[src/rtl/simon_playback_pkg.sv]
// Shared Simon definitions: symbol type, playback state encoding, symbol decode
// and the default playback tick constants.
package simon_playback_pkg;

    typedef logic [1:0] sym_t;

    typedef enum logic [2:0] {
        S_IDLE,
        S_LEAD,
        S_FETCH,
        S_ON,
        S_OFF
    } play_state_e;

    localparam int LEAD_TICKS_DEF = 48;
    localparam int ON_TICKS_DEF   = 48;
    localparam int OFF_TICKS_DEF  = 24;

    // Symbol numbering follows the buttons: 0=BTNU, 1=BTNL, 2=BTNR, 3=BTND.
    function automatic logic [3:0] sym_to_onehot(input sym_t sym);
        return 4'b0001 << sym;
    endfunction

endpackage

[src/rtl/simon_playback_tick_timer.sv]
// Loadable down-counter; expire is high during the last cycle of a loaded
// interval, so loading N yields a phase that lasts exactly N cycles.
module simon_playback_tick_timer #(
    parameter int W = 6
) (
    input  logic         btn_clk,
    input  logic         reset,
    input  logic         load,
    input  logic [W-1:0] value,
    output logic         expire
);

    logic [W-1:0] count;

    // NOTE: sequential state uses non-blocking assignments only, so every
    // register samples the pre-edge values of its inputs.
    always_ff @(posedge btn_clk or posedge reset) begin
        if (reset) begin
            count <= '0;
        end else if (load) begin
            count <= value;
        end else if (count != '0) begin
            count <= count - 1'b1;
        end
    end

    assign expire = (count == W'(1));

endmodule

[src/rtl/simon_playback.sv]
// Simon sequence playback: fetches symbols from the sequence memory and shows
// each as a one-hot LED pattern for ON_TICKS, followed by an OFF_TICKS gap.
module simon_playback
    import simon_playback_pkg::*;
#(
    parameter int DEPTH      = 16,
    parameter int AW         = 4,
    parameter int LEAD_TICKS = LEAD_TICKS_DEF,
    parameter int ON_TICKS   = ON_TICKS_DEF,
    parameter int OFF_TICKS  = OFF_TICKS_DEF
) (
    input  logic          btn_clk,
    input  logic          reset,
    input  logic          start,
    input  logic          abort,
    input  logic [AW:0]   length,
    output logic [AW-1:0] rd_addr,
    input  logic [1:0]    rd_data,
    output logic [3:0]    led,
    output logic          busy,
    output logic          done,
    output logic [AW-1:0] step_idx
);

    localparam int MAX_TICKS = (LEAD_TICKS > ON_TICKS)
                             ? ((LEAD_TICKS > OFF_TICKS) ? LEAD_TICKS : OFF_TICKS)
                             : ((ON_TICKS > OFF_TICKS) ? ON_TICKS : OFF_TICKS);
    // One extra value so the largest tick count itself is representable.
    localparam int TW = $clog2(MAX_TICKS + 1);

    play_state_e   state;
    logic [AW-1:0] idx;
    logic [AW:0]   len_r;
    logic          tmr_load;
    logic [TW-1:0] tmr_value;
    logic          tmr_expire;
    logic          last_sym;

    assign last_sym = ({1'b0, idx} == len_r - 1'b1);
    assign step_idx = idx;

    // NOTE: every signal written here gets a default first, so no latch is inferred.
    always_comb begin
        tmr_load  = 1'b0;
        tmr_value = '0;
        if (abort) begin
            tmr_load = 1'b1;
        end else begin
            case (state)
                S_IDLE: begin
                    if (start && length != '0) begin
                        tmr_load  = 1'b1;
                        tmr_value = TW'(LEAD_TICKS);
                    end
                end
                S_FETCH: begin
                    tmr_load  = 1'b1;
                    tmr_value = TW'(ON_TICKS);
                end
                S_ON: begin
                    if (tmr_expire) begin
                        tmr_load  = 1'b1;
                        tmr_value = TW'(OFF_TICKS);
                    end
                end
                default: ;
            endcase
        end
    end

    simon_playback_tick_timer #(.W(TW)) u_timer (
        .btn_clk (btn_clk),
        .reset   (reset),
        .load    (tmr_load),
        .value   (tmr_value),
        .expire  (tmr_expire)
    );

    always_ff @(posedge btn_clk or posedge reset) begin
        if (reset) begin
            state   <= S_IDLE;
            led     <= '0;
            busy    <= 1'b0;
            done    <= 1'b0;
            rd_addr <= '0;
            idx     <= '0;
            len_r   <= '0;
        end else begin
            done <= 1'b0;
            if (abort) begin
                state   <= S_IDLE;
                led     <= '0;
                busy    <= 1'b0;
                rd_addr <= '0;
                idx     <= '0;
            end else begin
                case (state)
                    S_IDLE: begin
                        if (start) begin
                            if (length == '0) begin
                                done <= 1'b1;
                            end else begin
                                len_r   <= (length > (AW+1)'(DEPTH)) ? (AW+1)'(DEPTH) : length;
                                idx     <= '0;
                                rd_addr <= '0;
                                busy    <= 1'b1;
                                state   <= S_LEAD;
                            end
                        end
                    end
                    S_LEAD: begin
                        if (tmr_expire) state <= S_FETCH;
                    end
                    S_FETCH: begin
                        // The LED register is the symbol latch; later rd_data changes are ignored.
                        led   <= sym_to_onehot(sym_t'(rd_data));
                        state <= S_ON;
                    end
                    S_ON: begin
                        if (tmr_expire) begin
                            led   <= '0;
                            state <= S_OFF;
                        end
                    end
                    S_OFF: begin
                        if (tmr_expire) begin
                            if (last_sym) begin
                                busy  <= 1'b0;
                                done  <= 1'b1;
                                state <= S_IDLE;
                            end else begin
                                idx     <= idx + 1'b1;
                                rd_addr <= idx + 1'b1;
                                state   <= S_FETCH;
                            end
                        end
                    end
                    default: state <= S_IDLE;
                endcase
            end
        end
    end

endmodule

[config.mk]
export PLATFORM = sky130hd
export DESIGN_NAME = simon_playback
export DESIGN_NICKNAME = d
export VERILOG_FILES = /design/src/rtl/simon_playback_pkg.sv /design/src/rtl/simon_playback_tick_timer.sv /design/src/rtl/simon_playback.sv
export SDC_FILE = /design/constraint.sdc
export NUM_CORES = 1
export LEC_CHECK = 0
export BUFFER_PORTS_ARGS = -buffer_cell sky130_fd_sc_hd__buf_2
export CORE_ASPECT_RATIO = 1.2
export CORE_MARGIN = 1
export CORE_UTILIZATION = 40
export DETAILED_ROUTE_END_ITERATION = 12
export SETUP_SLACK_MARGIN = 0.02
export SYNTH_ARGS = -nofsm -noshare
export SYNTH_HDL_FRONTEND = slang
export SYNTH_SLANG_ARGS = --single-unit
[constraint.sdc]
create_clock -name btn_clk -period 4.9 [get_ports btn_clk]
set_input_delay 0.49 -clock btn_clk [delete_from_list [all_inputs] [get_ports btn_clk]]
set_output_delay 0.49 -clock btn_clk [all_outputs]
set_load 0.005 [all_outputs]
# After elaboration in Yosys (flattened, before gate mapping)
# Cells that the tools add are included.
[classes] n_mux=40 eq_ne=13 n_addsub=3 n_shift=1 reduce_logical=13 order_cmp=1 n_bitwise=2
[op_table] operator="2-to-1 mux 4 bit" n=7
[op_table] operator="2-to-1 mux 6 bit" n=4
[op_table] operator="!= test 3 bit (second input constant)" n=7
[op_table] operator="2-to-1 mux 3 bit" n=6
[op_table] operator="one-hot mux 6 bit (3 select lines)" n=1
[op_table] operator="one-hot mux 4 bit (2 select lines)" n=2
[op_table] operator="one-hot mux 3 bit (5 select lines)" n=1
[op_table] operator="AND reduction 5 bit" n=3
[op_table] operator="2-to-1 mux 1 bit" n=13
[op_table] operator="2-to-1 mux 5 bit" n=2
[op_table] operator="equality test 3 x 2 -> 1 bit (second input constant)" n=2
[op_table] operator="equality test 6 x 1 -> 1 bit (second input constant)" n=1
[op_table] operator="nonzero test 3 bit" n=2
[op_table] operator="nonzero test 6 bit" n=1
[op_table] operator="subtractor 6 x 1 -> 6 bit (second input constant)" n=1
[op_table] operator="equality test 4 x 5 -> 1 bit" n=1
[op_table] operator="> comparator 5 bit (second input constant)" n=1
[op_table] operator="logical NOT 5 bit" n=1
[op_table] operator="nonzero test 5 bit" n=1
[op_table] operator="subtractor 5 x 1 -> 5 bit (second input constant)" n=1
[op_table] operator="adder 4 x 1 -> 4 bit (second input constant)" n=1
[op_table] operator="one-hot mux 1 bit (2 select lines)" n=2
[op_table] operator="AND reduction 4 bit" n=1
[op_table] operator="<< shifter 1 x 2 -> 4 bit (first input constant)" n=1
[op_table] operator="9 further kinds" n=10
[totals] register_bits=24 elab_cells=80 in_bits=11

# Depth between registers and ports, before layout
# Gate-level depths: netlist of the first run.
[logic_depth] word_depth=6 mapped_depth=8 ltp_nobuf=7

# By module
# Synthesis of the first run repeated with hierarchy kept, for this count alone.
[hier_totals] cells_unflattened=163 area_unflattened_um2=1524.0
[modules_own_cells] module="simon_playback" cells_per_inst=116 area_each_um2=1122.3 n_inst=1
[modules_own_cells] module="simon_playback_tick_timer" cells_per_inst=47 area_each_um2=401.6 n_inst=1

# Worst setup path after synthesis of the first run
# No wires, ideal clock.
[synth_path] path_type="input port to flip-flop" from="in length[0]" to="reg len_r[4]" setup_time_ns=0.125 path_slack_ns=3.024 n_path_buf=0 cell_stages=4 arrival_ns=1.752 path_cell_list="or4_1 o21a_1 nand3_2 mux2_2"
[synth_via] elab_chain_cells=3 elab_cells_between_ends=5 cone_classes="order compare: 1; mux: 1; bitwise: 1; reduce/logical: 2"
[synth_lines] item="from (decl)" line_no="simon_playback.sv:16" source="input logic [AW:0] length,"
[synth_lines] item="parallel branches: the longest is 3 deep, another holds > comparator 5 bit"
[synth_lines] item="to (signal assigned)" line_no="simon_playback.sv:103" source="len_r <= (length > (AW+1)'(DEPTH)) ? (AW+1)'(DEPTH) : length;"
[synth_lines] item="to (decl)" line_no="simon_playback.sv:33" source="logic [AW:0] len_r;"
# Several ways; the timed one is not identified.
# A chain may end at the register's enable or synchronous reset.

# Worst setup path after layout of the first run
[layout_path] from="reg u_timer.count[2]" to="reg u_timer.count[3]"
[layout_via] elab_chain_cells=5 elab_cells_between_ends=12 cone_classes="add/sub: 1; eq/ne: 1; mux: 8; reduce/logical: 2"
[layout_lines] item="from (decl)" line_no="simon_playback_tick_timer.sv:13" source="logic [W-1:0] count;"
[layout_lines] item="from (signal assigned)" line_no="simon_playback_tick_timer.sv:21" source="count <= value;"
[layout_lines] item="from (signal assigned)" line_no="simon_playback_tick_timer.sv:23" source="count <= count - 1'b1;"
[layout_lines] item="equality test 6 x 1 -> 1 bit" line_no="simon_playback_tick_timer.sv:27" source="assign expire = (count == W'(1));"
[layout_lines] item="2-to-1 mux 5 bit or 2-to-1 mux 1 bit (tied branches)" line_no="simon_playback.sv:61" source="if (tmr_expire) begin"
[layout_lines] item="one-hot mux 6 bit (3 select lines) or one-hot mux 1 bit (3 select lines) (tied branches)" line_no="simon_playback.sv:49" source="case (state)"
[layout_lines] item="2-to-1 mux 6 bit or 2-to-1 mux 1 bit (tied branches)" line_no="simon_playback.sv:46" source="if (abort) begin"
[layout_lines] item="2-to-1 mux 6 bit or nonzero test 2 bit (tied branches)"
# Parallel ways exist; a longest one is shown, timed or not. The select of a mux whose other input is x is not followed.

==> results of run 1 <==
## per-layer routing
metal | wire length (um) | vias to the layer above | global-route usage
li1 | - | 594 | -
met1 | 1460 | 559 | 0.219
met2 | 1560 | 16 | 0.285
met3 | 83 | 2 | 0.0246
met4 | 25 | 0 | 0.0610
met5 | 0 | - | 0
## cell usage after synthesis, types with 3 or more instances
cell type	n
nand2_1	19
nand2b_1	5
xor2_1	4
mux2_2	3
ha_1	5
nor4_1	3
buf_4	4
xnor2_1	6
inv_1	8
nor2_1	15
nand3_1	4
a21oi_1	4
dfrtp_1	24
o211ai_1	3
o21ai_0	9
## final cells by class
class / instances / area (sq um)
well taps: 37 / 46.3
repair buffers: 24 / 120
fillers: 339 / 1760
clock buffers: 3 / 41.3
inverters: 8 / 30.0
flip-flops and latches: 24 / 601
clock inverters: 1 / 30.0
multi-input cells: 117 / 767
## kinds of logic after synthesis
| kind of cell | Yosys count | synth area share |
|---|---|---|
| and+or+nand+nor | 61 | 0.214 |
| AOI/OAI and AO/OA | 38 | 0.188 |
| DFF | 24 | 0.414 |
| buffers and inverters | 16 | 0.0569 |
| xor gates and xnor gates | 10 | 0.0604 |
| adders and majority gates | 5 | 0.0431 |
| muxes | 3 | 0.0233 |
## registers in the layout (all words and copies together), names as in the netlist
name,count
done,1
state,3
busy,1
step_idx,4
len_r,5
led,4
u_timer.count,6
## cell usage in the layout (no fill, tap or decap), types with 2 or more instances in the layout
cell and count:
nor2_1 15, nor2b_1 2, ha_1 5, nor3_1 2, xnor2_1 6, clkbuf_8 3, o31ai_1 2, nand4b_1 2
nand2b_1 5, buf_2 24, dfrtp_1 24, nand3_1 4, a21oi_1 4, nand2_1 19, and3_1 2, mux2_2 3
or4_1 2, a2bb2oi_1 2, nor4_1 3, o21ai_0 9, o211ai_1 3, a21boi_0 2, inv_1 8, xor2_1 4
## through the flow
stage	hold WS [ns]	power [mW]	cell area, sq um	cells	utilization
4_1_cts	0.433	0.718	1640	214	0.482
5_1_grt	0.436	0.761	1640	214	0.482
2_1_floorplan	0.473	0.483	1450	157	-
3_5_place_dp	0.469	0.542	1560	210	0.461
3_3_place_gp	0.456	0.530	1560	210	0.461
6_report	0.403	0.713	1640	214	0.482
## power breakdown
| group | internal [mW] | switching [mW] | total [mW] |
|---|---|---|---|
| combinational | 0.125 | 0.137 | 0.262 |
| sequential | 0.234 | 0.0421 | 0.276 |
| clock | 0.109 | 0.0653 | 0.174 |
## worst paths after layout
kind	startpoint	to	slack, ns
setup / recovery	u_timer.count[2]$_DFFE_PP0P_	u_timer.count[3]$_DFFE_PP0P_	2.67
hold / removal	reset	state[0]$_DFFE_PP0P_	0.40
setup reg to reg	u_timer.count[2]$_DFFE_PP0P_	u_timer.count[3]$_DFFE_PP0P_	2.67
hold reg to reg	led[2]$_DFFE_PP0P_	led[2]$_DFFE_PP0P_	0.49
max in group asynchronous	reset	len_r[2]$_DFFE_PP0P_	3.93
min in group btn_clk	rd_data[0]	led[2]$_DFFE_PP0P_	0.43
==> reports/qor.csv, run 1 <==
metric,value,unit
outcome,finished with violations,
failing checks,design-rule violations,
post_cts resized,0,
CTS Buf Count,3,
ys flop type,dfrtp_1,
Final #Nets,194,
crit end category,register,
Avg Inst Size Synth,9.24,sq um
Tightest Pin Transition,0.899,ns
number of enable flip-flop cells after synthesis,0,
dominant cell type by area after synthesis,dfrtp_1,
CP max stage delay,0.80,ns
first drt pass iteration count,8,
Root Driver,clkbuf_8,
routed len/inst,14.6,um
die height,68.0,um
1st-iter DRT viols,54,
clk_lat worst skew,0.27,ns
"Hold Vio Cnt, Final",0,
share of post-route cells with drive strength above 1,0.203,
Worst R2R Path Depth,5,
crit path kind,reg -> reg,
# DRC,2,
crit-path max FO,6,
maximum capacitance violations,0,
"slowest stage cell, crit path",nor4_1,
FMAX,449,MHz
Syn Std Cell Area,1450,sq um
top post-synthesis cells by area,"dfrtp_1 (41%), nand2_1 (4.9%), ha_1 (4.3%)",
io pins,25,
min Tclk post-route,2.23,ns
Core ar.,3400,sq um
Pleak,0.801,nW
Startpoint Class,register,
Stages on worst setup path,5,
clock-pin slew on the worst setup and hold paths,0.09,ns
final setup fails,0,
Setup Skew,0.00414,ns
setup TNS,0,ns
Synth cell types,47,
sequential fraction of the synthesis area,0.414,
Die Wd,57.0,um
Max transition margin,0.395,
Yosys top cell area share,0.414,
Peak VDD IR,259,uV
yosys warns,0,
Slew Limit Fails,0,
die area,3870,sq um
vias,1171,
min-delay worst type,in -> async,
Critical Path AT,2.39,ns
CTS H-tree lvls,1,
Area Growth Syn to Fin,12.8,%
clk sink count,24,
final setup margin,2.67,ns
Async SR Flop Fraction,1.00,
Post-CTS Setup Inserts,0,
CTS tree,yes,
Antenna diodes,0,
post-route ant nets,0,
Tot GR Track Use,0.168,
crit-path cells,nor4_1 > a21boi_0 > o211ai_2 > a2bb2oi_1 > nor2_1,
Final HPWL DP,2.37,mm
Syn Nets,173,
grt ovf,0,
hold buffers post-CTS,0,
gpl congestion,0.834,
vias per cell,5.47,
Final period util,0.454,
first-pass GRT wire length,5.02,mm
pwr dens,436,nW/um^2
RSZ-0062 raised after global routing,no,
#FFs+latches synth,24,
vias in the first global route,1062,
total wire length,3.14,mm
Initial Utilization,0.427,
clk buf depth,2,
Post-Syn Instances,157,
Buf/Inv on CP,0,
top cell family by delay on the critical path,simple AND/OR/NAND/NOR gates,
Setup WS pre-CTS,2.79,ns
pin count of the biggest net entering global routing,25,
PortBufs,24,
num rows,23,
antenna violations before repair,0,
Critical Path RT,5.06,ns
Note: power is estimated with default switching activity, not from simulation.
==> inputs of run 2 (changes only) <==
--- a/config.mk
+++ b/config.mk
@@ -5,6 +5,7 @@
 export SDC_FILE = /design/constraint.sdc
 export NUM_CORES = 1
 export LEC_CHECK = 0
+export ABC_AREA = 1
 export BUFFER_PORTS_ARGS = -buffer_cell sky130_fd_sc_hd__buf_2
 export CORE_ASPECT_RATIO = 1.2
 export CORE_MARGIN = 1
==> constraint.sdc (replaced) <==
create_clock -name btn_clk -period 2 [get_ports btn_clk]
set_input_delay 0.2 -clock btn_clk [delete_from_list [all_inputs] [get_ports btn_clk]]
set_output_delay 0.2 -clock btn_clk [all_outputs]
set_load 0.005 [all_outputs]
==> reports/qor.csv, run 2 <==
metric,value,unit
Async SR Flop Fraction,1.00,
"leading cell type in the layout, fill and taps excluded",nand2_1,
Root Driver,clkbuf_8,
die area,4320,sq um
Yosys top cell area share,0.370,
Syn Nets,230,
Tot Pwr,2.14,mW
number of enable flip-flop cells after synthesis,0,
top-count cell post-synth,nand2_1,
top post-synthesis cells by area,"dfrtp_1 (37%), nand2_1 (14%), inv_1 (6.5%)",
gpl congestion,0.786,
Post-synth top cells,"nand2_1 (61), inv_1 (28), dfrtp_1 (24)",
yosys warns,0,
Max transition margin,0.780,
io pins,25,
antenna violations before repair,0,
Avg Inst Size Synth,7.59,sq um
ys flop type,dfrtp_1,
Pleak,0.959,nW
filler instances,406,
clock-pin slew on the worst setup and hold paths,0.08,ns
Peak VDD IR,699,uV
first drt pass iteration count,4,
1st-iter DRT viols,62,
outcome,finished clean,
Synth cell types,32,
CTS H-tree lvls,1,
num rows,25,
Area Growth Syn to Fin,11.9,%
max FFs per register,6,
crit path kind,reg -> reg,
Storage cell area,601,sq um
Setup Skew,0.00264,ns
vias in the first global route,1317,
#FFs+latches synth,24,
FMAX,608,MHz
Die Wd,60.2,um
grt ovf,0,
Multi-input gate area,851,sq um
total wire length,3.32,mm
Startpoint Class,register,
dominant cell type by area after synthesis,dfrtp_1,
Tightest Pin Transition,0.329,ns
final setup fails,0,
min Tclk post-route,1.65,ns
sequential fraction of the synthesis area,0.370,
CTS Buf Count,3,
Post-Syn Instances,214,
clk buf depth,2,
clk_lat worst skew,0.27,ns
Final HPWL DP,2.56,mm
routed len/inst,11.4,um
crit end category,register,
PortBufs,24,
Slew Limit Fails,0,
Post-CTS Setup Inserts,0,
post-route ant nets,0,
CTS tree,yes,
Core ar.,3910,sq um
Critical Path RT,2.17,ns
# DRC,0,
pwr dens,1180,nW/um^2
die height,71.8,um
Final #Nets,255,
share of post-route cells with drive strength above 1,0.232,
pin count of the biggest net entering global routing,25,
first-pass GRT wire length,5.92,mm
Largest regs,"u_timer.count x6, len_r x5",
most frequent cells in the layout,"nand2_1 (61), inv_1 (28), dfrtp_1 (24), buf_2 (24), nor2_1 (16)",
vias per cell,4.75,
Syn Std Cell Area,1620,sq um
setup TNS,0,ns
Tot GR Track Use,0.182,
Final period util,0.823,
Initial Utilization,0.415,
RSZ-0062 raised after global routing,no,
Biggest register,u_timer.count,
min-delay worst type,in -> reg,
vias,1383,
Antenna diodes,0,
Critical Path AT,1.81,ns
crit-path max FO,4,
clk sink count,24,
maximum capacitance violations,0,
"Hold Vio Cnt, Final",0,
==> run 2: cell types whose count changed after synthesis, moves of 6 or more <==
cell,change
nand2_1,+42
inv_1,+20
nand3_1,+10
nand4_1,+8
nand2_2,+6
==> run 2: worst max-delay path, cell delays in order (launching register included) <==
cell	delay [ns]
dfrtp_1	0.38
inv_1	0.11
ha_1	0.25
nand2_1	0.07
inv_1	0.04
nor2_1	0.07
nand2_1	0.05
nor2_1	0.16
nand3_1	0.17
nand2_1	0.09
nand2_1	0.05
nand2_1	0.05
nand2_1	0.04
==> run 2: cell families (layout without fill, tap and decap cells) <==
family,after synthesis,in the layout,synth area share
AO/OA/AOI/OAI,23,23,0.0940
XOR/XNOR,1,1,0.00539
AND/OR/NAND/NOR,123,123,0.386
buffers and inverters,38,61,0.106
adder cells (fa/ha/maj),5,5,0.0385
flip-flops,24,24,0.370
==> run 2: final cells by class <==
class,instances,share of cell area
repair buffers,26,0.0757
multi-input cells,152,0.468
well taps,54,0.0372
flip-flops and latches,24,0.330
clock buffers,3,0.0227
inverters,32,0.0661
==> run 2: power breakdown <==
part           internal (mW)  switching (mW)
Sequential             0.623           0.117
Combinational          0.405           0.706
Clock                  0.135           0.155
Total                   1.16           0.978
==> run 2: worst paths after layout <==
| path | from | to | slack [ns] | cells after the start |
|---|---|---|---|---|
| worst max-delay path | len_r[0]$_DFFE_PP0P_ | busy$_DFFE_PP0P_ | 0.35 | 12 |
| worst min-delay path | length[2] | len_r[2]$_DFFE_PP0P_ | 0.19 | 3 |
| worst max register to register | len_r[0]$_DFFE_PP0P_ | busy$_DFFE_PP0P_ | 0.35 | 12 |
| worst min register to register | led[1]$_DFFE_PP0P_ | led[1]$_DFFE_PP0P_ | 0.48 | 2 |
| max in group asynchronous | reset | len_r[1]$_DFFE_PP0P_ | 1.24 | 4 |
| min in group asynchronous | reset | u_timer.count[0]$_DFFE_PP0P_ | 0.51 | 4 |
==> run 2: layer usage <==
layer	wire length (um)	GRT usage	vias up
li1	-	-	729
met1	1510	0.234	629
met2	1690	0.311	20
met3	75	0.0235	5
met4	48	0.0568	0
met5	0	0	-
==> run 2: timing repair <==
| item | 4_1_cts | 5_1_grt |
|---|---|---|
| hold buffers | 1 | 0 |
| gates resized for setup | 0 | 0 |
| hold endpoints to repair | 24 | 0 |
==> run 2: stage by stage <==
stage               hold WS, ns  worst slack (ns)  cell area (sq um)   util  std cells
global route              0.197             0.132               1820  0.465        291
finish                    0.186             0.354               1820  0.465        291
detailed placement        0.275             0.364               1770  0.452        287
CTS                       0.182             0.348               1820  0.465        291
floorplan                 0.215             0.504               1620      -        214
global placement          0.269             0.400               1770  0.452        287
